==> config.mk <==
export PLATFORM = sky130hd
export DESIGN_NAME = seg7_scan
export DESIGN_NICKNAME = d
export VERILOG_FILES = /design/src/rtl/seg7_scan.sv
export SDC_FILE = /design/constraint.sdc
export NUM_CORES = 1
export LEC_CHECK = 0
export ABC_AREA = 1
export CAP_MARGIN = 10
export CORE_ASPECT_RATIO = 1.2
export CORE_MARGIN = 2
export CORE_UTILIZATION = 30
export CTS_CLUSTER_SIZE = 40
export DETAILED_ROUTE_END_ITERATION = 16
export PLACE_DENSITY = 0.47
export SKIP_LAST_GASP = 1
export SYNTH_ARGS = -nofsm -noshare
export SYNTH_HDL_FRONTEND = slang
export SYNTH_SLANG_ARGS = --single-unit
==> constraint.sdc <==
create_clock -name clk_sys -period 2.1 [get_ports clk_sys]
set_input_delay 0.21 -clock clk_sys [delete_from_list [all_inputs] [get_ports clk_sys]]
set_output_delay 0.21 -clock clk_sys [all_outputs]
set_load 0.005 [all_outputs]
==> src/rtl/seg7_scan.sv <==
// seg7_scan: time-multiplexed scanner for a 4-digit seven-segment display.
// Holds a 16-bit hex value plus 4 dot flags and steps through digits 0..3,
// holding each for DWELL_CNT clk_sys cycles. Drives seg7decoder with the
// digit index, nibble and dot, plus a per-digit enable. New values are
// only applied when the index wraps 3->0, so a frame never mixes values.
//
// Ports:
//   clk_sys         in   system clock
//   rst_n           in   asynchronous active-low reset
//   VALUE_IN[15:0]  in   hex value; digit n = VALUE_IN[4n+3:4n]
//   DOTS_IN[3:0]    in   dot flag per digit
//   LOAD_IN         in   1-cycle pulse: capture VALUE_IN/DOTS_IN as pending
//   BLANK_IN[3:0]   in   live per-digit force-off mask
//   LOAD_ACK_OUT    out  1-cycle pulse when a pending value is applied
//   FRAME_OUT       out  1-cycle pulse marking the 3->0 index wrap
//   SEG_SELECT_OUT  out  digit index to seg7decoder
//   BIN_OUT[3:0]    out  nibble of the current digit
//   DOT_OUT         out  dot of the current digit
//   DIGIT_EN_OUT    out  1 = current digit lit
module seg7_scan #(
    parameter int unsigned DWELL_CNT     = 100000,
    parameter int unsigned CNT_W         = 17,
    parameter int unsigned BLANK_LEADING = 1
) (
    input  logic        clk_sys,
    input  logic        rst_n,
    input  logic [15:0] VALUE_IN,
    input  logic [3:0]  DOTS_IN,
    input  logic        LOAD_IN,
    input  logic [3:0]  BLANK_IN,
    output logic        LOAD_ACK_OUT,
    output logic        FRAME_OUT,
    output logic [1:0]  SEG_SELECT_OUT,
    output logic [3:0]  BIN_OUT,
    output logic        DOT_OUT,
    output logic        DIGIT_EN_OUT
);

    localparam logic [CNT_W-1:0] CNT_LAST = CNT_W'(DWELL_CNT - 1);

    logic [CNT_W-1:0] cnt_q;
    logic [1:0]       idx_q;
    logic [15:0]      disp_val_q;
    logic [3:0]       disp_dots_q;
    logic [15:0]      pend_val_q;
    logic [3:0]       pend_dots_q;
    logic             pend_q;

    logic             frame_q;
    logic             ack_q;
    logic [1:0]       seg_q;
    logic [3:0]       bin_q;
    logic             dot_q;
    logic             en_q;

    logic             terminal;
    logic             wrap;
    logic [3:0]       sup;
    logic [3:0]       cur_nib;

    assign terminal = (cnt_q == CNT_LAST);
    assign wrap     = terminal && (idx_q == 2'd3);
    assign cur_nib  = disp_val_q[{idx_q, 2'b00} +: 4];

    // A digit is suppressed only if it is a zero with no dot and everything
    // above it is suppressed too; digit 0 always shows.
    always_comb begin
        sup = 4'b0000;
        if (BLANK_LEADING != 0) begin
            sup[3] = (disp_val_q[15:12] == 4'h0) && !disp_dots_q[3];
            sup[2] = sup[3] && (disp_val_q[11:8] == 4'h0) && !disp_dots_q[2];
            sup[1] = sup[2] && (disp_val_q[7:4] == 4'h0) && !disp_dots_q[1];
        end
    end

    // Dwell counter and digit index.
    always_ff @(posedge clk_sys or negedge rst_n) begin
        if (!rst_n) begin
            cnt_q <= '0;
            idx_q <= 2'd0;
        end else if (terminal) begin
            cnt_q <= '0;
            idx_q <= idx_q + 2'd1;
        end else begin
            cnt_q <= cnt_q + CNT_W'(1);
        end
    end

    // Pending/display registers. A load on the wrap cycle bypasses the
    // pending regs and is applied straight from the live inputs.
    always_ff @(posedge clk_sys or negedge rst_n) begin
        if (!rst_n) begin
            disp_val_q  <= 16'h0000;
            disp_dots_q <= 4'h0;
            pend_val_q  <= 16'h0000;
            pend_dots_q <= 4'h0;
            pend_q      <= 1'b0;
        end else if (wrap) begin
            pend_q <= 1'b0;
            if (LOAD_IN) begin
                disp_val_q  <= VALUE_IN;
                disp_dots_q <= DOTS_IN;
            end else if (pend_q) begin
                disp_val_q  <= pend_val_q;
                disp_dots_q <= pend_dots_q;
            end
        end else if (LOAD_IN) begin
            pend_q      <= 1'b1;
            pend_val_q  <= VALUE_IN;
            pend_dots_q <= DOTS_IN;
        end
    end

    // Output registers: all digit outputs update together, one cycle after
    // the index/display state. FRAME_OUT/LOAD_ACK_OUT are registered copies
    // of the wrap event so every output is glitch-free.
    always_ff @(posedge clk_sys or negedge rst_n) begin
        if (!rst_n) begin
            frame_q <= 1'b0;
            ack_q   <= 1'b0;
            seg_q   <= 2'd0;
            bin_q   <= 4'h0;
            dot_q   <= 1'b0;
            en_q    <= 1'b0;
        end else begin
            frame_q <= wrap;
            ack_q   <= wrap && (pend_q || LOAD_IN);
            seg_q   <= idx_q;
            bin_q   <= cur_nib;
            dot_q   <= disp_dots_q[idx_q];
            en_q    <= !BLANK_IN[idx_q] && !sup[idx_q];
        end
    end

    assign LOAD_ACK_OUT   = ack_q;
    assign FRAME_OUT      = frame_q;
    assign SEG_SELECT_OUT = seg_q;
    assign BIN_OUT        = bin_q;
    assign DOT_OUT        = dot_q;
    assign DIGIT_EN_OUT   = en_q;

endmodule

======== Word level (Yosys, flattened, before mapping) ========
Index checks and enable logic that the tools add are counted.
storage, ports and cells
  input port bits ......................... 27
  output and inout bits ................... 10
  register bits ........................... 70
  logic and storage cells ................. 54
operators by class
  equal/unequal tests ..................... 2
  mux-type cells .......................... 13
  reduce and logical (&&, ||, !) cells .... 21
  $lt $le $gt $ge ......................... 1
  add/sub/neg operators ................... 2
  shifts and indexed selects .............. 1
  bitwise logic cells ..................... 1
operators by type and width
  cell                     number
  $mux W16                 2
  $add A17 B1 Y17 const B  1
  $eq A17 B17 Y1 const B   1
  $mux W17                 1
  $shiftx A16 B5 Y4        1
  $logic_not A4 Y1         3
  $logic_and A1 B1 Y1      8
  $mux W4                  2
  $bmux W1 S2              3
  $logic_not A1 Y1         5
  $mux W1                  5
  $reduce_and A2 Y1        2
  $reduce_bool A2 Y1       2
  $lt A2 B3 Y1 const B     1
  $add A2 B1 Y2 const B    1
  $eq A2 B2 Y1 const B     1
  $logic_or A1 B1 Y1       1
  $not A1 Y1               1

======== Logic depth before layout (Yosys ltp) ========
  depth in word-level cells ............... 10
  mapped depth ............................ 10
  mapped depth without buffers ............ 9

======== Worst setup path before layout ========
Ideal clock, no wire load.
  path type ............................... reg-to-reg
  start point ............................. register cnt_q[0]
  end point ............................... register pend_val_q[14]
  slack ................................... 621 ps
  buffers on the path ..................... 1
  stages on the path, launching flop included .. 11
  setup time .............................. 117 ps
  arrival ................................. 1362 ps
  required time ........................... 1983 ps
  path through ............................ dfrtp_1 ha_1 nand2_1 inv_1 nand2_1 nor2_1 nand3_1 nand2_1 buf_4 nand2_1 nand2_1
on the way
  cells in the longest elaborated chain, start to end .. 4
ends and longest elaborated chain
  element                      line  text
  start, declared              41    logic [CNT_W-1:0] cnt_q;
  start signal, assigned       85    cnt_q <= cnt_q + CNT_W'(1);
  $eq A17 B17 Y1               61    assign terminal = (cnt_q == CNT_LAST);
  $logic_and A1 B1 Y1          62    assign wrap = terminal && (idx_q == 2'd3);
  $not A1 Y1 (no line)         -
  $reduce_and A2 Y1 (no line)  -
  end signal, assigned         95    pend_val_q <= 16'h0000;
  end signal, assigned         109   pend_val_q <= VALUE_IN;
  end, declared                45    logic [15:0] pend_val_q;
Every way passes these cells.
A chain may end at the register's enable or synchronous reset.

======== Final worst setup path ========
  start point ............................. register cnt_q[0]
  end point ............................... register disp_val_q[12]
on the way
  cells in the longest elaborated chain, start to end .. 3
ends and longest elaborated chain
  element                      line  text
  $eq A17 B17 Y1               61
  $logic_and A1 B1 Y1          62
  $reduce_and A2 Y1 (no line)  -
  end signal, assigned         104   disp_val_q <= pend_val_q;
  end, declared                43    logic [15:0] disp_val_q;
Every way passes these cells.

==> results.toml <==
[power_and_ir_drop]
p_leak_uw = 0.00218
powerDensity_nw_per_um2 = 750
ir_drop_mv = 0.312
finalPower_uw = 3260

[sta]
whs_ps = 400
clock.fmax_ghz = 0.593
post-route-min-period_ps = 1690
setup_viol = 0
worst_pin_slew_ps = 426
relSlewSlack = 0.716
fin_skew_ps = 8.54
hold_viol = 0
slew_violations = 0
layout_setup_ws_ps = 413
rsz0062_at_grt = "false"
fin_crit_sh = 0.803
tns_ps = 0

[cells_and_area]
diodes = 0
final_nets = 517
areaGrowthSynthToFinish_pct = 24.1
drive_gt1_frac = 0.0754
fillers = 1181
fin_cells = 648
layout_common_cells = "137 x nand2_1, 70 x dfrtp_1, 53 x nor2_1, 44 x inv_1, 40 x o21ai_0"
mostFrequentLayoutCell = "nand2_1"

[cts]
tritoncts = "done"
htree_levels = 3
numCtsBuffers = 9
clock_latency_ps = 340
cts.sinks = 70
ctsResizeCount = 0
cts_buffer_depth = 2
clkTransAtPathRegs_ps = 50
root_buffer = "clkbuf_16"

[critical_path]
required_ps = 2330
start_kind = "flip-flop"
path_class = "reg -> reg"
crit_family = "simple AND/OR/NAND/NOR gates"
crit_slowest_cell = "dfrtp_1"
cpPeakStageDelay_ps = 390
path_common_cell = "nand2_1"
crit_chain = "ha_1 -> nand2_1 -> nor2_4 -> nand3_2 -> nor2_8 -> nand3_4 -> nand2_1 -> nand2_1"
critPathBufInv = 0
arrival_ps = 1910
path_max_fanout = 21
endpoint_kind = "flip-flop"

[synth]
ys.flop_type = "dfrtp_1"
synth_cell_type_count = 26
netlist_instances = 452
ys_ff_latch = 70
syn-mean-instance-area_um2 = 7.75
ys_warn_count = 0
synth_edf_count = 0
syn-num-nets = 481
syn_area_um2 = 3500
synthArstFlopShare = 1.00
ys_seq_area_frac = 0.500

[place]
post-place-ws_ps = 388
port_buffers = 36
dp_cells = 633
gp_congestion = 0.900
hpwl_mm = 5.76

[worst_hold_path]
hold_path.class = "in -> reg"

[drt]
dr.first_iter.drc_count = 151
postRouteAntennaNets = 0
viasPerCell = 4.52
wire_per_inst_um = 12.8
routed_wl_mm = 8.29
dr.pass1.iters = 4
drc = 0
vias = 2928

[grt]
grt_overflow = 0
grt_start_max_net_pins = 71
grt.total_usage = 0.145
grt_pass1_wl_mm = 14.1
grt_pass1_vias = 2822
antenna_found_initial = 0

[floorplan]
die_area_um2 = 12600
die_h_um = 122
core_area_um2 = 11500
initial_core_util = 0.306
die_x_um = 103
row_count = 43
ioPinCount = 37

[run_status]
status = "finished clean"

[run]
cap_violations = 0
==> cell usage after synthesis, types with 4 or more instances <==
| cell | n | share of area |
|---|---|---|
| buf_4 | 4 | 0.0086 |
| nor2_1 | 53 | 0.057 |
| nand2_1 | 137 | 0.15 |
| nand3_1 | 30 | 0.043 |
| dfrtp_1 | 70 | 0.50 |
| inv_1 | 44 | 0.047 |
| nand4_1 | 24 | 0.043 |
| inv_2 | 5 | 0.0054 |
| o22ai_1 | 4 | 0.0071 |
| xor2_1 | 7 | 0.018 |
| clkbuf_1 | 10 | 0.011 |
| o21ai_0 | 40 | 0.057 |
==> layer usage <==
metal  vias up  GRT usage  wire length (um)
met5         -          0                 0
met4         0     0.0808               247
met3        16     0.0182               268
li1       1506          -                 -
met1      1349      0.202              4150
met2        57      0.217              3630
==> power by group <==
group	total [uW]	switching (uW)	internal (uW)
logic	189	104	85.1
registers	1400	16.2	1380
clock network	1670	581	1090
==> final cells by class <==
cell class                 instances  area (um^2)  share of cell area
sequential                        70         1750               0.403
multi-input combinational        312         1460               0.335
timing repair buffer              46          440               0.101
clock buffer                      11          253              0.0581
tap                              157          196              0.0452
inverter                          49          184              0.0423
clock inverter                     3         68.8              0.0158
==> tightest hold or removal path, stage by stage <==
cell,delay [ps]
buf_2,120
buf_4,210
nand3_1,100
nand2_1,50
==> per-stage QoR <==
step | instance area (um^2) | utilization
after floorplan | 3500 | -
final | 4350 | 0.380
after detailed placement | 4020 | 0.351
after global placement | 4020 | 0.351
after CTS | 4350 | 0.380
after global routing | 4350 | 0.380
==> path summary, 6_finish.rpt <==
check,start,end,slack (ps),depth (start not counted)
max in group asynchronous,rst_n,disp_val_q[11],1360,3
min in group asynchronous,rst_n,cnt_q[15],420,3
hold / removal,LOAD_IN,pend_dots_q[3],400,4
hold reg to reg,pend_val_q[11],pend_val_q[11],470,2
setup reg to reg,cnt_q[0],disp_val_q[12],410,8
setup / recovery,cnt_q[0],disp_val_q[12],410,8
==> cells by family after synthesis <==
logic type	after synthesis	share of synthesized area
AND/OR/NAND/NOR	253	0.315
flip-flops	70	0.500
AO/OA/AOI/OAI	48	0.0711
XOR/XNOR	9	0.0225
buffers and inverters	70	0.0846
adder cells (fa/ha/maj)	2	0.00714
==> sequential cells by signal, indices dropped and copies added, names as in the netlist <==
register / flops
FRAME_OUT: 1
LOAD_ACK_OUT: 1
BIN_OUT: 4
idx_q: 2
DOT_OUT: 1
pend_val_q: 16
SEG_SELECT_OUT: 2
cnt_q: 17
disp_dots_q: 4
pend_q: 1
disp_val_q: 16
DIGIT_EN_OUT: 1
pend_dots_q: 4
==> what timing repair did <==
action | CTS | global route
hold endpoints to repair | 70 | 0
buffers inserted | 0 | 0
hold buffers | 1 | 0
No activity file was read; power rests on OpenSTA's default activity.
